==> config.mk <==
export PLATFORM = sky130hd
export DESIGN_NAME = btn_msg_tx_flat
export DESIGN_NICKNAME = d
export VERILOG_FILES = /design/src/rtl/btn_msg_tx_if.sv /design/src/rtl/btn_msg_tx.sv /design/src/flat_wrapper.sv
export SDC_FILE = /design/constraint.sdc
export NUM_CORES = 1
export LEC_CHECK = 0
export ABC_AREA = 0
export CORE_AREA = 2 2 92 94
export CTS_CLUSTER_DIAMETER = 50
export DETAILED_ROUTE_END_ITERATION = 7
export DIE_AREA = 0 0 94 96
export PLACE_DENSITY_LB_ADDON = 0.25
export SLEW_MARGIN = 20
export SYNTH_ARGS = -nofsm -noshare
export SYNTH_HDL_FRONTEND = slang
export SYNTH_SLANG_ARGS = --single-unit
==> constraint.sdc <==
create_clock -name clk -period 2.5 [get_ports clk]
set_input_delay 0.25 -clock clk [delete_from_list [all_inputs] [get_ports clk]]
set_output_delay 0.25 -clock clk [all_outputs]
set_load 0.005 [all_outputs]
==> src/rtl/btn_msg_tx_if.sv <==
// Byte handshake between btn_msg_tx and the UART transmitter.
// The master offers tx_data with tx_valid; the slave accepts it with tx_ready.
interface btn_msg_tx_if;
  logic       tx_valid;
  logic [7:0] tx_data;
  logic       tx_ready;

  modport master (output tx_valid, output tx_data, input tx_ready);
  modport slave  (input tx_valid, input tx_data, output tx_ready);
endinterface

==> src/rtl/btn_msg_tx.sv <==
// btn_msg_tx: turns debounced button presses into "BTN XXXX" report lines
// for the UART transmitter, where XXXX is a 4-digit uppercase hex message
// sequence number. Presses arriving while a line is being sent are queued
// in a small pending counter; presses beyond its capacity are dropped,
// flagged on o_overflow and counted on o_drop_cnt.
// Optional macro BTN_MSG_CRLF_EN: when defined, each line ends in "\r\n"
// (10 bytes); otherwise it ends in "\n" only (9 bytes).
module btn_msg_tx #(
  parameter int PEND_DEPTH = 4,
  parameter int SEQ_W      = 16
) (
  input  logic               clk,
  input  logic               reset,
  input  logic               i_btn,
  btn_msg_tx_if.master       tx,
  output logic               o_busy,
  output logic               o_overflow,
  output logic [7:0]         o_drop_cnt
);

  localparam int PEND_W = $clog2(PEND_DEPTH + 1);
  localparam logic [PEND_W-1:0] PEND_MAX = PEND_W'(PEND_DEPTH);
  localparam logic [PEND_W-1:0] PEND_ONE = PEND_W'(1);
  localparam logic [SEQ_W-1:0]  SEQ_ONE  = SEQ_W'(1);

`ifdef BTN_MSG_CRLF_EN
  localparam logic [3:0] LAST = 4'd9;
`else
  localparam logic [3:0] LAST = 4'd8;
`endif

  typedef enum logic {
    IDLE,
    SEND
  } state_t;

  state_t            r_state;
  logic [PEND_W-1:0] r_pend;
  logic [SEQ_W-1:0]  r_seq;
  logic [15:0]       r_snap;
  logic [3:0]        r_idx;
  logic              r_tx_valid;
  logic [7:0]        r_tx_data;
  logic              r_overflow;
  logic [7:0]        r_drop_cnt;

  state_t            w_state_next;
  logic              w_dequeue;
  logic [SEQ_W-1:0]  w_seq_next;
  logic [15:0]       w_snap_next;
  logic [3:0]        w_idx_next;
  logic              w_tx_valid_next;
  logic [7:0]        w_tx_data_next;
  logic [PEND_W-1:0] w_pend_next;
  logic              w_drop;

  // One uppercase ASCII hex digit.
  function automatic logic [7:0] hexChar(input logic [3:0] n);
    if (n < 4'd10) begin
      return 8'h30 + {4'h0, n};
    end
    return 8'h37 + {4'h0, n};
  endfunction

  // Byte of the report line at position idx for sequence snapshot snap.
  function automatic logic [7:0] msgByte(input logic [3:0] idx, input logic [15:0] snap);
    case (idx)
      4'd0:    return 8'h42;
      4'd1:    return 8'h54;
      4'd2:    return 8'h4E;
      4'd3:    return 8'h20;
      4'd4:    return hexChar(snap[15:12]);
      4'd5:    return hexChar(snap[11:8]);
      4'd6:    return hexChar(snap[7:4]);
      4'd7:    return hexChar(snap[3:0]);
`ifdef BTN_MSG_CRLF_EN
      4'd8:    return 8'h0D;
      4'd9:    return 8'h0A;
`else
      4'd8:    return 8'h0A;
`endif
      default: return 8'h00;
    endcase
  endfunction

  // Message FSM: IDLE starts a line whenever a press is pending, SEND walks the bytes on each accepted transfer.
  always_comb begin
    w_state_next    = r_state;
    w_dequeue       = 1'b0;
    w_seq_next      = r_seq;
    w_snap_next     = r_snap;
    w_idx_next      = r_idx;
    w_tx_valid_next = r_tx_valid;
    w_tx_data_next  = r_tx_data;
    case (r_state)
      IDLE: begin
        w_tx_valid_next = 1'b0;
        w_tx_data_next  = 8'h00;
        if (r_pend != '0) begin
          w_dequeue       = 1'b1;
          w_snap_next     = 16'(r_seq);
          w_seq_next      = r_seq + SEQ_ONE;
          w_idx_next      = 4'd0;
          w_tx_valid_next = 1'b1;
          w_tx_data_next  = msgByte(4'd0, 16'h0000);
          w_state_next    = SEND;
        end
      end
      SEND: begin
        if (r_tx_valid && tx.tx_ready) begin
          if (r_idx == LAST) begin
            w_tx_valid_next = 1'b0;
            w_tx_data_next  = 8'h00;
            w_state_next    = IDLE;
          end else begin
            w_idx_next     = r_idx + 4'd1;
            w_tx_data_next = msgByte(r_idx + 4'd1, r_snap);
          end
        end
      end
      default: begin
        w_state_next    = IDLE;
        w_tx_valid_next = 1'b0;
        w_tx_data_next  = 8'h00;
      end
    endcase
  end

  // Press queue: a press and a dequeue in the same cycle cancel out, so a full queue never drops in that case.
  always_comb begin
    w_pend_next = r_pend;
    w_drop      = 1'b0;
    if (i_btn && !w_dequeue) begin
      if (r_pend < PEND_MAX) begin
        w_pend_next = r_pend + PEND_ONE;
      end else begin
        w_drop = 1'b1;
      end
    end else if (!i_btn && w_dequeue) begin
      w_pend_next = r_pend - PEND_ONE;
    end
  end

  // State and byte-output registers; reset abandons any partially sent line.
  always_ff @(posedge clk or negedge reset) begin
    if (!reset) begin
      r_state    <= IDLE;
      r_seq      <= '0;
      r_snap     <= 16'h0000;
      r_idx      <= 4'd0;
      r_tx_valid <= 1'b0;
      r_tx_data  <= 8'h00;
    end else begin
      r_state    <= w_state_next;
      r_seq      <= w_seq_next;
      r_snap     <= w_snap_next;
      r_idx      <= w_idx_next;
      r_tx_valid <= w_tx_valid_next;
      r_tx_data  <= w_tx_data_next;
    end
  end

  // Pending count plus sticky overflow flag and saturating drop counter.
  always_ff @(posedge clk or negedge reset) begin
    if (!reset) begin
      r_pend     <= '0;
      r_overflow <= 1'b0;
      r_drop_cnt <= 8'h00;
    end else begin
      r_pend <= w_pend_next;
      if (w_drop) begin
        r_overflow <= 1'b1;
        if (r_drop_cnt != 8'hFF) begin
          r_drop_cnt <= r_drop_cnt + 8'd1;
        end
      end
    end
  end

  assign tx.tx_valid = r_tx_valid;
  assign tx.tx_data  = r_tx_data;
  assign o_busy      = (r_state != IDLE) || (r_pend != '0);
  assign o_overflow  = r_overflow;
  assign o_drop_cnt  = r_drop_cnt;

endmodule

==> src/flat_wrapper.sv <==
// flat-port wrapper written by rule: the top's interface ports become plain ports
module btn_msg_tx_flat 
#(
  parameter int PEND_DEPTH = 4,
  parameter int SEQ_W      = 16
)
  (clk, reset, i_btn, o_busy, o_overflow, o_drop_cnt, tx_tx_valid, tx_tx_data, tx_tx_ready);
  btn_msg_tx_if tx_i ();
  input  logic clk;
  input  logic reset;
  input  logic i_btn;
  output logic o_busy;
  output logic o_overflow;
  output logic [7:0] o_drop_cnt;
  output wire logic [$bits(tx_i.tx_valid)-1:0] tx_tx_valid;
  output wire logic [$bits(tx_i.tx_data)-1:0] tx_tx_data;
  input wire logic [$bits(tx_i.tx_ready)-1:0] tx_tx_ready;
  assign tx_tx_valid = tx_i.tx_valid;
  assign tx_tx_data = tx_i.tx_data;
  assign tx_i.tx_ready = tx_tx_ready;
  btn_msg_tx #(.PEND_DEPTH(PEND_DEPTH), .SEQ_W(SEQ_W)) u_core (.clk(clk), .reset(reset), .i_btn(i_btn), .tx(tx_i), .o_busy(o_busy), .o_overflow(o_overflow), .o_drop_cnt(o_drop_cnt));
endmodule
# After elaboration in Yosys (flattened, before gate mapping)
# Cells that the tools add are included.
[word_totals]
regBits = 58
[classes]
reduce_logical = 14
muxes = 50
bitwise_logic = 1
n_lt_le_gt_ge = 5
n_eq_ne = 15
addsub = 13
[ops]
columns = ["operator", "count"]
rows = [
  ["$mux W8", 10],
  ["$pmux W8 S9", 1],
  ["$add A6 B4 Y7 const A", 8],
  ["$mux W1", 28],
  ["$add A16 B1 Y16 const B", 1],
  ["$eq A4 B3 Y1 const B", 4],
  ["$lt A4 B4 Y1 const B", 4],
  ["$pmux W8 S2", 1],
  ["$mux W4", 3],
  ["$mux W3", 3],
  ["$add A8 B1 Y8 const B", 1],
  ["$eq A4 B2 Y1 const B", 2],
  ["$eq A4 B4 Y1 const B", 2],
  ["$ne A2 B2 Y1 const B", 4],
  ["$ne A8 B8 Y1 const B", 1],
  ["$pmux W4 S2", 1],
  ["$reduce_and A2 Y1", 4],
  ["$mux W7", 1],
  ["$add A4 B1 Y4 const B", 1],
  ["$eq A4 B1 Y1 const B", 1],
  ["$logic_not A4 Y1", 1],
  ["$pmux W1 S2", 2],
  ["$add A3 B1 Y3 const B", 1],
  ["$logic_and A1 B1 Y1", 3],
  ["other kinds (9)", 10],
]

# Logic depth before layout (Yosys ltp)
# Gate-level depths: netlist (run 1).
[depth]
depth_word = 11
mapped_depth = 11

# Least setup slack after synthesis (run 1)
# No wires, ideal clock.
[synth_path]
path_kind = "flip-flop to flip-flop"
startpoint = "register u_core.r_pend[0]"
endpoint = "register u_core.r_pend[2]"
setup_ns = 0.129
synth_period_minus_slack_ns = 2.237
setup_slack_ns = 0.263
t_required_ns = 2.371
t_arrival_ns = 2.108
path_buffers = 2
stages_incl_launch_ff = 11
cell_sequence = "dfrtp_1 > nor3_4 > or2_1 > buf_2 > buf_2 > nand2_1 > fa_1 > xor2_1 > nor2_1 > o21ai_0 > o21ai_0"
[synth_via]
elab_chain_cells = 7
elab_cells_between_ends = 15
classes_between = "add/sub: 2; order compare: 1; eq/ne: 1; mux: 5; reduce/logical: 6"
[synth_rtl]
columns = ["element", "line_no", "text"]
rows = [
  ["from (decl)", "btn_msg_tx.sv:38", "logic [PEND_W-1:0] r_pend;"],
  ["from (signal assigned)", "btn_msg_tx.sv:170", "r_pend <= w_pend_next;"],
  ["$reduce_bool A3 Y1", "btn_msg_tx.sv:99", "if (r_pend != '0) begin"],
  ["$mux W1", "btn_msg_tx.sv:99", ""],
  ["$mux W1", "btn_msg_tx.sv:95", "case (r_state)"],
  ["$logic_not A1 Y1", "btn_msg_tx.sv:133", "if (i_btn && !w_dequeue) begin"],
  ["$logic_and A1 B1 Y1", "btn_msg_tx.sv:133", ""],
  ["$ne A2 B2 Y1 (no line) or $reduce_bool A2 Y1 (tied branches)", "--", ""],
  ["$reduce_and A2 Y1 (no line)", "--", ""],
]
# Parallel ways exist; a longest one is shown, timed or not. The select of a mux whose other input is x is not followed.
# A chain may end at the register's enable or synchronous reset.

# Final worst setup path (run 1)
[layout_path]
startpoint = "register u_core.r_idx[0]"
endpoint = "register u_core.r_tx_data[3], in the netlist u_core.tx.tx_data[3]"
[layout_via]
elab_chain_cells = 6
elab_cells_between_ends = 15
classes_between = "add/sub: 1; eq/ne: 9; mux: 4; reduce/logical: 1"
[layout_rtl]
columns = ["element", "line_no", "text"]
rows = [
  ["from (decl)", "btn_msg_tx.sv:41", "logic [3:0] r_idx;"],
  ["from (signal assigned)", "btn_msg_tx.sv:157", "r_idx <= w_idx_next;"],
  ["$add A4 B1 Y4", "btn_msg_tx.sv:117", "w_tx_data_next = msgByte(r_idx + 4'd1, r_snap);"],
  ["$eq A4 B4 Y1 (tied with other cells)", "btn_msg_tx.sv:67", "case (idx)"],
  ["$pmux W8 S9", "btn_msg_tx.sv:67", ""],
  ["$mux W8 (*)", "btn_msg_tx.sv:111", "if (r_idx == LAST) begin"],
  ["$mux W8 (*)", "btn_msg_tx.sv:110", "if (r_tx_valid && tx.tx_ready) begin"],
  ["$pmux W8 S2 (*)", "btn_msg_tx.sv:95", ""],
  ["to (signal assigned)", "btn_msg_tx.sv:159", "r_tx_data <= w_tx_data_next;"],
  ["to (decl)", "btn_msg_tx.sv:43", "logic [7:0] r_tx_data;"],
]
# Every way passes the cells marked *; elsewhere a longest branch is shown, timed or not. The select of a mux whose other input is x is not followed.

==> results of run 1 <==
## state kept, by name, indices dropped and copies added, names as in the netlist
signal              count
u_core.r_idx            4
u_core.r_pend           3
u_core.r_state          1
u_core.r_seq           16
u_core.o_overflow       1
u_core.r_snap          16
u_core.tx.tx_data       7
u_core.o_drop_cnt       8
u_core.tx.tx_valid      1
## worst max-delay path: stages (launching register included)
cell and delay, ps:
dfrtp_1 530, ha_1 490, nor2b_1 140, a32oi_2 460
o22ai_2 140, o21ai_2 250, o21ai_1 110
## synthesized netlist by cell type, types with 2 or more instances
cell / instances / share of area [%]
a211oi_1: 4 / 0.90
o211ai_1: 4 / 0.90
nor3b_1: 3 / 0.68
ha_1: 13 / 4.9
xor2_1: 10 / 2.6
nand3b_1: 4 / 0.90
nand2_1: 63 / 7.1
buf_6: 2 / 0.68
buf_4: 3 / 0.68
a221oi_1: 3 / 0.79
a21o_1: 3 / 0.68
and4b_1: 3 / 0.90
nand4_1: 6 / 1.1
and3_1: 6 / 1.1
inv_1: 15 / 1.7
a21oi_1: 7 / 1.1
o21ai_0: 26 / 3.9
xnor2_1: 19 / 5.0
a21boi_0: 4 / 0.90
dfrtp_1: 57 / 43
clkbuf_1: 6 / 0.68
nor4_2: 2 / 0.75
o21ai_1: 4 / 0.60
mux2_2: 2 / 0.68
a31oi_1: 6 / 1.1
a22oi_1: 3 / 0.68
nor2_1: 22 / 2.5
nor3_1: 2 / 0.30
nand3_1: 14 / 2.1
buf_2: 6 / 0.90
a221oi_2: 2 / 0.90
o21ai_2: 2 / 0.53
nor2b_1: 5 / 0.94
## worst paths after layout
check / from / end / depth (start not counted)
min: reset / u_core.o_drop_cnt[0] / 3
min in group clk: u_core.o_overflow / u_core.o_overflow / 1
max: u_core.r_idx[0] / u_core.tx.tx_data[3] / 6
min reg2reg: u_core.o_overflow / u_core.o_overflow / 1
max reg2reg: u_core.r_idx[0] / u_core.tx.tx_data[3] / 6
max in group asynchronous: reset / u_core.tx.tx_data[6] / 3
## power by group
group | switching [mW] | leakage, nW | internal (mW) | total (mW)
clock network | 0.377 | 0.112 | 0.611 | 0.989
logic | 0.755 | 0.803 | 0.666 | 1.42
registers | 0.253 | 0.752 | 1.09 | 1.34
total | 1.39 | 1.67 | 2.37 | 3.75
## layout make-up
class	instances	area, um2
multi-input cells	267	1740
repair buffers	25	250
inverters	16	60.1
well taps	105	131
fillers	784	4210
clock inverters	4	76.3
flip-flops and latches	57	1430
clock buffers	11	151
## metal layers
metal	up-vias	part of all wire [%]	global-route usage, %	wire length [um]
met5	-	0	0	0
met4	0	2.4	8.09	176
met3	13	4.7	4.78	337
met2	42	47	28.2	3380
met1	1239	46	22.3	3300
li1	1285	-	-	-
## repair_timing
item / in CTS / in global routing
endpoints found under the hold margin: 57 / 0
hold buffers: 1 / 0
buffers inserted: 0 / 0
## kinds of logic after synthesis
group                    share of synthesized area [%]
AND/OR/NAND/NOR                                   20.5
multiplexers                                      1.02
buffers and inverters                             4.74
AO/OA/AOI/OAI                                     17.1
XOR/XNOR                                          8.13
adder cells (fa/ha/maj)                           5.50
other                                            0.113
flip-flops                                        42.9
==> metrics.log, run 1 <==
[metrics] initial antenna violation count: 0
[metrics] highest fanout seen on the critical path: 13
[metrics] DP Worst Slack: 280 ps
[metrics] worst-case register-to-register setup slack: 260 ps
[metrics] max-capacitance violation count: 0
[metrics] post-synthesis sequential element count: 57
[metrics] first-pass GRT wire length: 12.0 mm
[metrics] sequential cell area fraction in the yosys report: 42.9%
[metrics] number of clock buffers inserted by TritonCTS: 9
[metrics] clock buffer depth: 2
[metrics] result of the run: finished clean
[metrics] cell row count: 33
[metrics] DR pass1 iterations: 4
[metrics] commonest cells after routing, fill and taps aside: nand2_1 (63), dfrtp_1 (57), o21ai_0 (26)
[metrics] Iter 0 DRT Violations: 117
[metrics] final core utilization: 47.7%
[metrics] final standard cell area without fillers: 3840 um2
[metrics] wire per inst: 14.8 um
[metrics] number of library cell types mapped by synthesis: 59
[metrics] clock transition time at the flip-flop clock pins of the worst setup and hold paths: 70 ps
[metrics] width of the chip: 94 um
[metrics] sink count of the clock tree: 57
[metrics] I/O pin count: 23
[metrics] pwr dens: 977 nW/um2
[metrics] endpoints failing hold: 0
[metrics] most common cell after layout, fill and taps aside: nand2_1
[metrics] initial core utilization: 41.3%
[metrics] synthesis-to-layout area growth: 15.5%
[metrics] detailed placer's ending HPWL: 5.17 mm
[metrics] total power consumption of the routed design: 3.75 mW
[metrics] RSZ-0062 raised after global routing: false
[metrics] remaining antenna violation count: 0
[metrics] worst path required time: 2720 ps
[metrics] Achievable Freq: 445 MHz
[metrics] post-placement cell area: 3600 um2
[metrics] Mean Syn Cell Area: 9.31 um2
[metrics] worst hold margin: 414 ps
[metrics] routability congestion estimate: 0.911
[metrics] final setup violating endpoints: 0
[metrics] vias: 2,579
[metrics] synthesized area: 3320 um2
[metrics] cell at the root of the clock tree: clkbuf_8
[metrics] most common flop cell mapped by yosys: dfrtp_1
[metrics] non-filler cells, final: 485
[metrics] Worst Tran Pin Value: 551 ps
[metrics] Core Area: 8050 um2
[metrics] Placed Instances: 469
[metrics] die area: 9020 um2
[metrics] clock latency of the later-clocked register in the worst-skew pair: 350 ps
[metrics] category of the critical setup timing path: flip-flop to flip-flop
[metrics] setup TNS: 0 ps
[metrics] average via count per standard cell: 5.32
[metrics] Post-Synthesis Net Count: 375
[metrics] Antenna Diode Count: 0
[metrics] largest net degree at the start of global routing: 58
[metrics] die boundary height: 96 um
[metrics] CTS H-tree depth: 3
[metrics] Critical Path End Type: flip-flop
[metrics] ratio of final minimum period to clock period: 89.8%
[metrics] Max IR drop VDD: 0.459 mV
[metrics] final worst clock skew: 8.70 ps
[metrics] number of max-slew violations in the final report: 0
[metrics] Post-synth ARST share: 100%
[metrics] layout cells sized above 1: 10.0%
[metrics] clock tree from TritonCTS: built
[metrics] Arr. time, crit path: 2460 ps
[metrics] total global routing track utilization: 17.6%
[metrics] worst min-delay path category: primary input to async pin
[metrics] launching element type of the critical path: flip-flop
[metrics] final critical-path setup slack: 255 ps
[metrics] Leak: 1.67 nW
[metrics] Post-Syn Instances: 357
[metrics] # nets final: 394
[metrics] Post-route DRC: 0
[metrics] relative slew slack: 62.8%
[metrics] number of global-route vias before repair: 2,504
[metrics] Routed Wire Length: 7.19 mm
[metrics] Overflow after GRT: 0
[metrics] Yosys warnings: 0
[metrics] number of instances resized during post-cts repair: 0
[metrics] number of flops mapped to enable cells by yosys: 0
[metrics] IO Port Bufs: 21
[metrics] final critical path time including I/O delays and setup: 2240 ps
No activity file was read; power rests on OpenSTA's default activity.
==> run 2: changes to the inputs <==
CORE_AREA = 3 3 93 95   (was 2 2 92 94)
DIE_AREA = 0 0 96 98   (was 0 0 94 96)
clock period = 2.1 ns   (was 2.5 ns; I/O delays follow)
==> metrics.log, run 2 (synthesis gave the netlist of run 1 again) <==
[metrics] result of the run: finished clean
[metrics] count of hold buffers inserted by post-cts repair: 0 (-1)
[metrics] Max IR drop VDD: 0.550 mV (+20%)
[metrics] final setup violating endpoints: 0 (unchanged)
[metrics] pwr dens: 1150 nW/um2 (+17%)
[metrics] Critical Path End Type: flip-flop
[metrics] remaining antenna violation count: 0 (unchanged)
[metrics] relative slew slack: 51.3% (-11 points)
[metrics] setup TNS: 0 ps (unchanged)
[metrics] average via count per standard cell: 5.36 (+0.87%)
[metrics] detailed placer's ending HPWL: 5.03 mm (-2.7%)
[metrics] Routed Wire Length: 7.18 mm (-0.17%)
[metrics] Achievable Freq: 510 MHz (+14%)
[metrics] Iter 0 DRT Violations: 137 (+17%)
[metrics] highest fanout seen on the critical path: 9 (-4)
[metrics] Core Area: 7810 um2 (-3.0%)
[metrics] total power consumption of the routed design: 4.44 mW (+18%)
[metrics] sink count of the clock tree: 57 (unchanged)
[metrics] worst setup path endpoint: u_core.tx.tx_data[6]
[metrics] endpoints failing hold: 0 (unchanged)
[metrics] worst hold margin: 13.3 ps (-401 ps)
[metrics] Critical Path Start: u_core.r_idx[1]
[metrics] worst-case register-to-register setup slack: 140 ps (-120 ps)
[metrics] Worst Tran Pin Value: 731 ps (+180 ps)
[metrics] register area: 1430 um2 (+0.26%)
[metrics] final worst clock skew: 4.44 ps (-4.26 ps)
[metrics] vias: 2,639 (+2.3%)
[metrics] layout cells sized above 1: 14.1% (+4.1 points)
[metrics] worst reg-to-reg path cell count: 7 (+1)
[metrics] Leak: 1.70 nW (+1.9%)
[metrics] number of max-slew violations in the final report: 0 (unchanged)
[metrics] number of global-route vias before repair: 2,564 (+2.4%)
[metrics] clock buffer depth: 2 (unchanged)
[metrics] initial core utilization: 42.6% (+1.3 points)
[metrics] reg-to-reg startpoint: u_core.r_idx[1]
[metrics] die area: 9410 um2 (+4.3%)
[metrics] most common cell after layout, fill and taps aside: nand2_1
[metrics] initial antenna violation count: 0 (unchanged)
[metrics] I/O pin count: 23 (unchanged)
[metrics] total global routing track utilization: 16.7% (-0.92 points)
[metrics] Multi-input gate area: 1760 um2 (+1.1%)
[metrics] CTS H-tree depth: 3 (unchanged)
[metrics] # nets final: 403 (+2.3%)
[metrics] fill count: 738 (-5.9%)
[metrics] worst min-delay path category: primary input to async pin
[metrics] DR pass1 iterations: 5 (+1)
[metrics] Arr. time, crit path: 2180 ps (-280 ps)
[metrics] launching element type of the critical path: flip-flop
[metrics] cell row count: 32 (-3.0%)
[metrics] first-pass GRT wire length: 12.3 mm (+1.8%)
[metrics] clock latency of the later-clocked register in the worst-skew pair: 330 ps (-20 ps)
[metrics] routability congestion estimate: 0.970 (+6.5%)
[metrics] Post-route DRC: 0 (unchanged)
[metrics] commonest cells after routing, fill and taps aside: nand2_1 (63), dfrtp_1 (54), o21ai_0 (26)
[metrics] synthesis-to-layout area growth: 16.4%
[metrics] die boundary height: 98 um (+2.1%)
[metrics] Overflow after GRT: 0 (unchanged)
[metrics] clock transition time at the flip-flop clock pins of the worst setup and hold paths: 70 ps (about the same)
[metrics] clock tree from TritonCTS: built
[metrics] IO Port Bufs: 21 (unchanged)
[metrics] category of the critical setup timing path: flip-flop to flip-flop
[metrics] capture point of the worst reg-to-reg path: u_core.tx.tx_data[6]
[metrics] number of clock buffers inserted by TritonCTS: 9 (unchanged)
[metrics] final critical path time including I/O delays and setup: 1960 ps (-283 ps)
[metrics] ratio of final minimum period to clock period: 93.4% (+3.6 points)
[metrics] worst path required time: 2320 ps (-400 ps)
[metrics] wire per inst: 14.6 um (-1.6%)
[metrics] width of the chip: 96 um (+2.1%)
[metrics] Antenna Diode Count: 0 (unchanged)
[metrics] cell at the root of the clock tree: clkbuf_8
[metrics] max-capacitance violation count: 0 (unchanged)
[metrics] largest net degree at the start of global routing: 58 (unchanged)
run 2: cell count changes in the layout (fill, tap and decap cells not counted), sizes merged:
cell | previous run | this run
buf | 4 | 14
bufinv | 2 | 1
clkbuf | 11 | 10
clkinv | 1 | 5
clkinvlp | 1 | 0
dlygate4sd3 | 1 | 0
run 2: worst min-delay path by stage:
| stage | startpoint | end |
|---|---|---|
| 2_1_floorplan | reset | u_core.o_drop_cnt[0] |
| 3_3_place_gp | reset | u_core.o_drop_cnt[0] |
| 6_report | reset | u_core.o_drop_cnt[1] |
| 4_1_cts | reset | u_core.o_drop_cnt[5] |
| 3_5_place_dp | reset | u_core.o_drop_cnt[5] |
| 5_1_grt | reset | u_core.o_drop_cnt[1] |
run 2: routing by layer:
layer	GRT usage (%)	share of wire [%]	vias to the layer above
met1	22.2	47	1269
met5	0	0	-
met2	25.4	46	49
met3	4.62	4.3	19
met4	6.89	2.9	0
li1	-	-	1302
run 2: where the power goes:
group | leakage, nW | internal, mW | switching, mW
Combinational | 0.848 | 0.902 | 0.967
Sequential | 0.749 | 1.30 | 0.279
Clock | 0.0998 | 0.541 | 0.451
run 2: layout make-up:
type | count | area share (%)
Clock inverter | 6 | 1.52
Clock buffer | 10 | 3.30
Sequential cell | 57 | 37.0
Multi-Input combinational cell | 267 | 45.5
Timing Repair Buffer | 34 | 7.83
Tap cell | 102 | 3.30
Inverter | 16 | 1.55
run 2: stage by stage:
step / setup WS, ps / instances / utilization [%] / instance area (um2)
detailed placement: 48.1 / 476 / 46.9 / 3660
global placement: 116 / 476 / 46.9 / 3660
floorplan: 3.05 / 357 / - / 3340
CTS: 34.6 / 492 / 49.2 / 3840
global route: -23.8 / 492 / 49.6 / 3870
finish: 138 / 492 / 49.6 / 3870
run 2: repair_timing:
item	CTS	global route
endpoints found under the setup margin	0	8
gates resized for setup	0	7
setup buffers	0	0
run 2: worst max-delay path, stage by stage (launching register included):
cell       delay [ps]
dfrtp_2           450
inv_1             110
ha_1              240
or3_4             390
nand4_1           100
o22ai_1            90
a2111oi_2         350
a21oi_1           110
==> run 3: changes to the inputs <==
clock period = 1.7 ns   (was 2.1 ns; I/O delays follow)
==> metrics.log, run 3 (synthesis gave the netlist of run 1 again) <==
[metrics] result of the run: complete, but fails checks
[metrics] violations in the final reports: setup timing
[metrics] total internal power: 3.99 mW (+45%)
[metrics] cell row count: 32 (unchanged)
[metrics] ratio of final minimum period to clock period: 103% (+10 points)
[metrics] DP Worst Slack: -162 ps (-210 ps)
[metrics] first-pass GRT wire length: 12.5 mm (+2.2%)
[metrics] Post-route DRC: 0 (unchanged)
[metrics] worst-case register-to-register setup slack: -60 ps (-200 ps)
[metrics] clock tree from TritonCTS: built
[metrics] initial core utilization: 42.6% (unchanged)
[metrics] Max IR drop VDD: 0.551 mV (about the same)
[metrics] die boundary height: 98 um (unchanged)
[metrics] final core utilization: 56.8% (+7.3 points)
[metrics] share of total power in the clock network: 20.5% (-1.8 points)
[metrics] sink count of the clock tree: 57 (unchanged)
[metrics] Critical Path End Type: flip-flop
[metrics] Iter 0 DRT Violations: 122 (-11%)
[metrics] worst path required time: 1920 ps (-400 ps)
[metrics] fill count: 693 (-6.1%)
[metrics] number of clock buffers inserted by TritonCTS: 9 (unchanged)
[metrics] launching element type of the critical path: flip-flop
[metrics] wire per inst: 14.4 um (-1.5%)
[metrics] vias: 2,788 (+5.6%)
[metrics] part of the total power dissipated in sequential elements: 30.7% (-4.9 points)
[metrics] layout cells sized above 1: 28.4% (+14 points)
[metrics] IO Port Bufs: 21 (unchanged)
[metrics] net switching fraction of the power: 37.5% (-0.71 points)
[metrics] post-placement cell area: 4000 um2 (+9.3%)
[metrics] Arr. time, crit path: 1980 ps (-200 ps)
[metrics] worst hold margin: 328 ps (+315 ps)
[metrics] final worst clock skew: 7.75 ps (+3.31 ps)
[metrics] clock latency of the later-clocked register in the worst-skew pair: 340 ps (about the same)
[metrics] Worst Tran Pin Value: 507 ps (-223 ps)
[metrics] width of the chip: 96 um (unchanged)
[metrics] Achievable Freq: 568 MHz (+12%)
[metrics] # nets final: 446 (+11%)
[metrics] RSZ-0062 raised after global routing: true
[metrics] initial antenna violation count: 0 (unchanged)
[metrics] critical-path cell list: ha_1, or3_4, nand4_1, o22ai_1, a2111oi_2, a21oi_1
[metrics] largest net degree at the start of global routing: 33 (-43%)
[metrics] synthesis-to-layout area growth: 33.5%
[metrics] number of global-route vias before repair: 2,692 (+5.0%)
[metrics] maximum cell stage delay along the critical path: 480 ps (+30 ps)
[metrics] DR pass1 iterations: 4 (-1)
[metrics] commonest cells after routing, fill and taps aside: nand2_1 (61), dfrtp_1 (53), buf_4 (48)
[metrics] clock buffer depth: 2 (unchanged)
[metrics] I/O pin count: 23 (unchanged)
[metrics] part of the total power dissipated in combinational logic: 48.8% (+6.7 points)
[metrics] family with the most delay on the worst path: simple AND/OR/NAND/NOR gates
[metrics] final critical path time including I/O delays and setup: 1760 ps (-203 ps)
[metrics] number of max-slew violations in the final report: 0 (unchanged)
[metrics] Multi-input gate area: 1950 um2 (+11%)
[metrics] most common cell after layout, fill and taps aside: nand2_1
[metrics] Routed Wire Length: 7.69 mm (+7.1%)
[metrics] endpoints failing hold: 0 (unchanged)
[metrics] critical path buffer and inverter count: 0 (-1)
[metrics] die area: 9410 um2 (unchanged)
[metrics] worst min-delay path category: primary input to async pin
[metrics] final setup violating endpoints: 12 (+12)
[metrics] Worst path slowest cell: dfrtp_2
[metrics] remaining antenna violation count: 0 (unchanged)
[metrics] category of the critical setup timing path: flip-flop to flip-flop
[metrics] final critical-path setup slack: -59.1 ps (-197 ps)
[metrics] max-capacitance violation count: 0 (unchanged)
[metrics] Antenna Diode Count: 0 (unchanged)
[metrics] relative slew slack: 66.2% (+15 points)
[metrics] Placed Instances: 509 (+6.9%)
[metrics] Core Area: 7810 um2 (unchanged)
[metrics] net load switching power: 2.39 mW (+41%)
[metrics] routability congestion estimate: 0.887 (-8.6%)
[metrics] Overflow after GRT: 0 (unchanged)
[metrics] CTS H-tree depth: 3 (unchanged)
[metrics] cell at the root of the clock tree: clkbuf_8
[metrics] setup TNS: -349 ps (-349 ps)
[metrics] Leak: 1.94 nW (+14%)
[metrics] register area: 1430 um2 (about the same)
[metrics] total power consumption of the routed design: 6.38 mW (+44%)
[metrics] total global routing track utilization: 16.8% (+0.14 points)
[metrics] clock transition time at the flip-flop clock pins of the worst setup and hold paths: 70 ps (about the same)
[metrics] detailed placer's ending HPWL: 5.34 mm (+6.1%)
[metrics] pwr dens: 1440 nW/um2 (+25%)
[metrics] highest fanout seen on the critical path: 6 (-3)
[metrics] final standard cell area without fillers: 4440 um2 (+15%)
[metrics] non-filler cells, final: 535 (+8.7%)
[metrics] average via count per standard cell: 5.21 (-2.8%)
run 3: layer usage:
metal  vias to the layer above  global-route usage [%]  wire [um]
li1                       1392                       -          -
met5                         -                       0          0
met4                         0                    4.70        139
met3                        10                    4.16        286
met1                      1332                    23.6       3600
met2                        54                    25.7       3660
run 3: cell type report:
cell class,count,share of cell area [%]
clock buffer,11,3.19
clock inverter,5,1.24
inverter,16,1.41
multi-input combinational,267,43.9
sequential,57,32.3
tap,102,2.88
timing repair buffer,77,15.1
run 3: worst reg2reg max path: cells and delay by family (launching register included):
family,cells,cell delay [ps]
flops,1,480
compound gates,3,410
simple gates,2,510
fa+ha+maj,1,240
run 3: power groups by stage:
stage	sequential, mW	combinational (mW)	clock (mW)
final	1.96	3.11	1.31
after global routing	2.01	3.40	1.40
after CTS	1.93	2.75	1.33
after detailed placement	1.95	2.71	0
after global placement	1.95	2.68	0
after floorplan	1.90	1.71	0
run 3: what timing repair did:
action,in CTS,in global routing
resized for setup,8,26
hold buffers,1,0
setup endpoints to repair,10,18
pin swaps,3,16
buffers inserted,1,8
endpoints found under the hold margin,18,0
run 3: worst paths after layout:
check                                  start                    to  cells after the start
setup reg to reg             u_core.r_idx[0]  u_core.tx.tx_data[6]                      6
setup / recovery             u_core.r_idx[0]  u_core.tx.tx_data[6]                      6
min in group clk           u_core.o_overflow     u_core.o_overflow                      1
hold / removal                         reset      u_core.r_seq[14]                      2
hold reg to reg            u_core.o_overflow     u_core.o_overflow                      1
max in group asynchronous              reset       u_core.r_idx[1]                      3
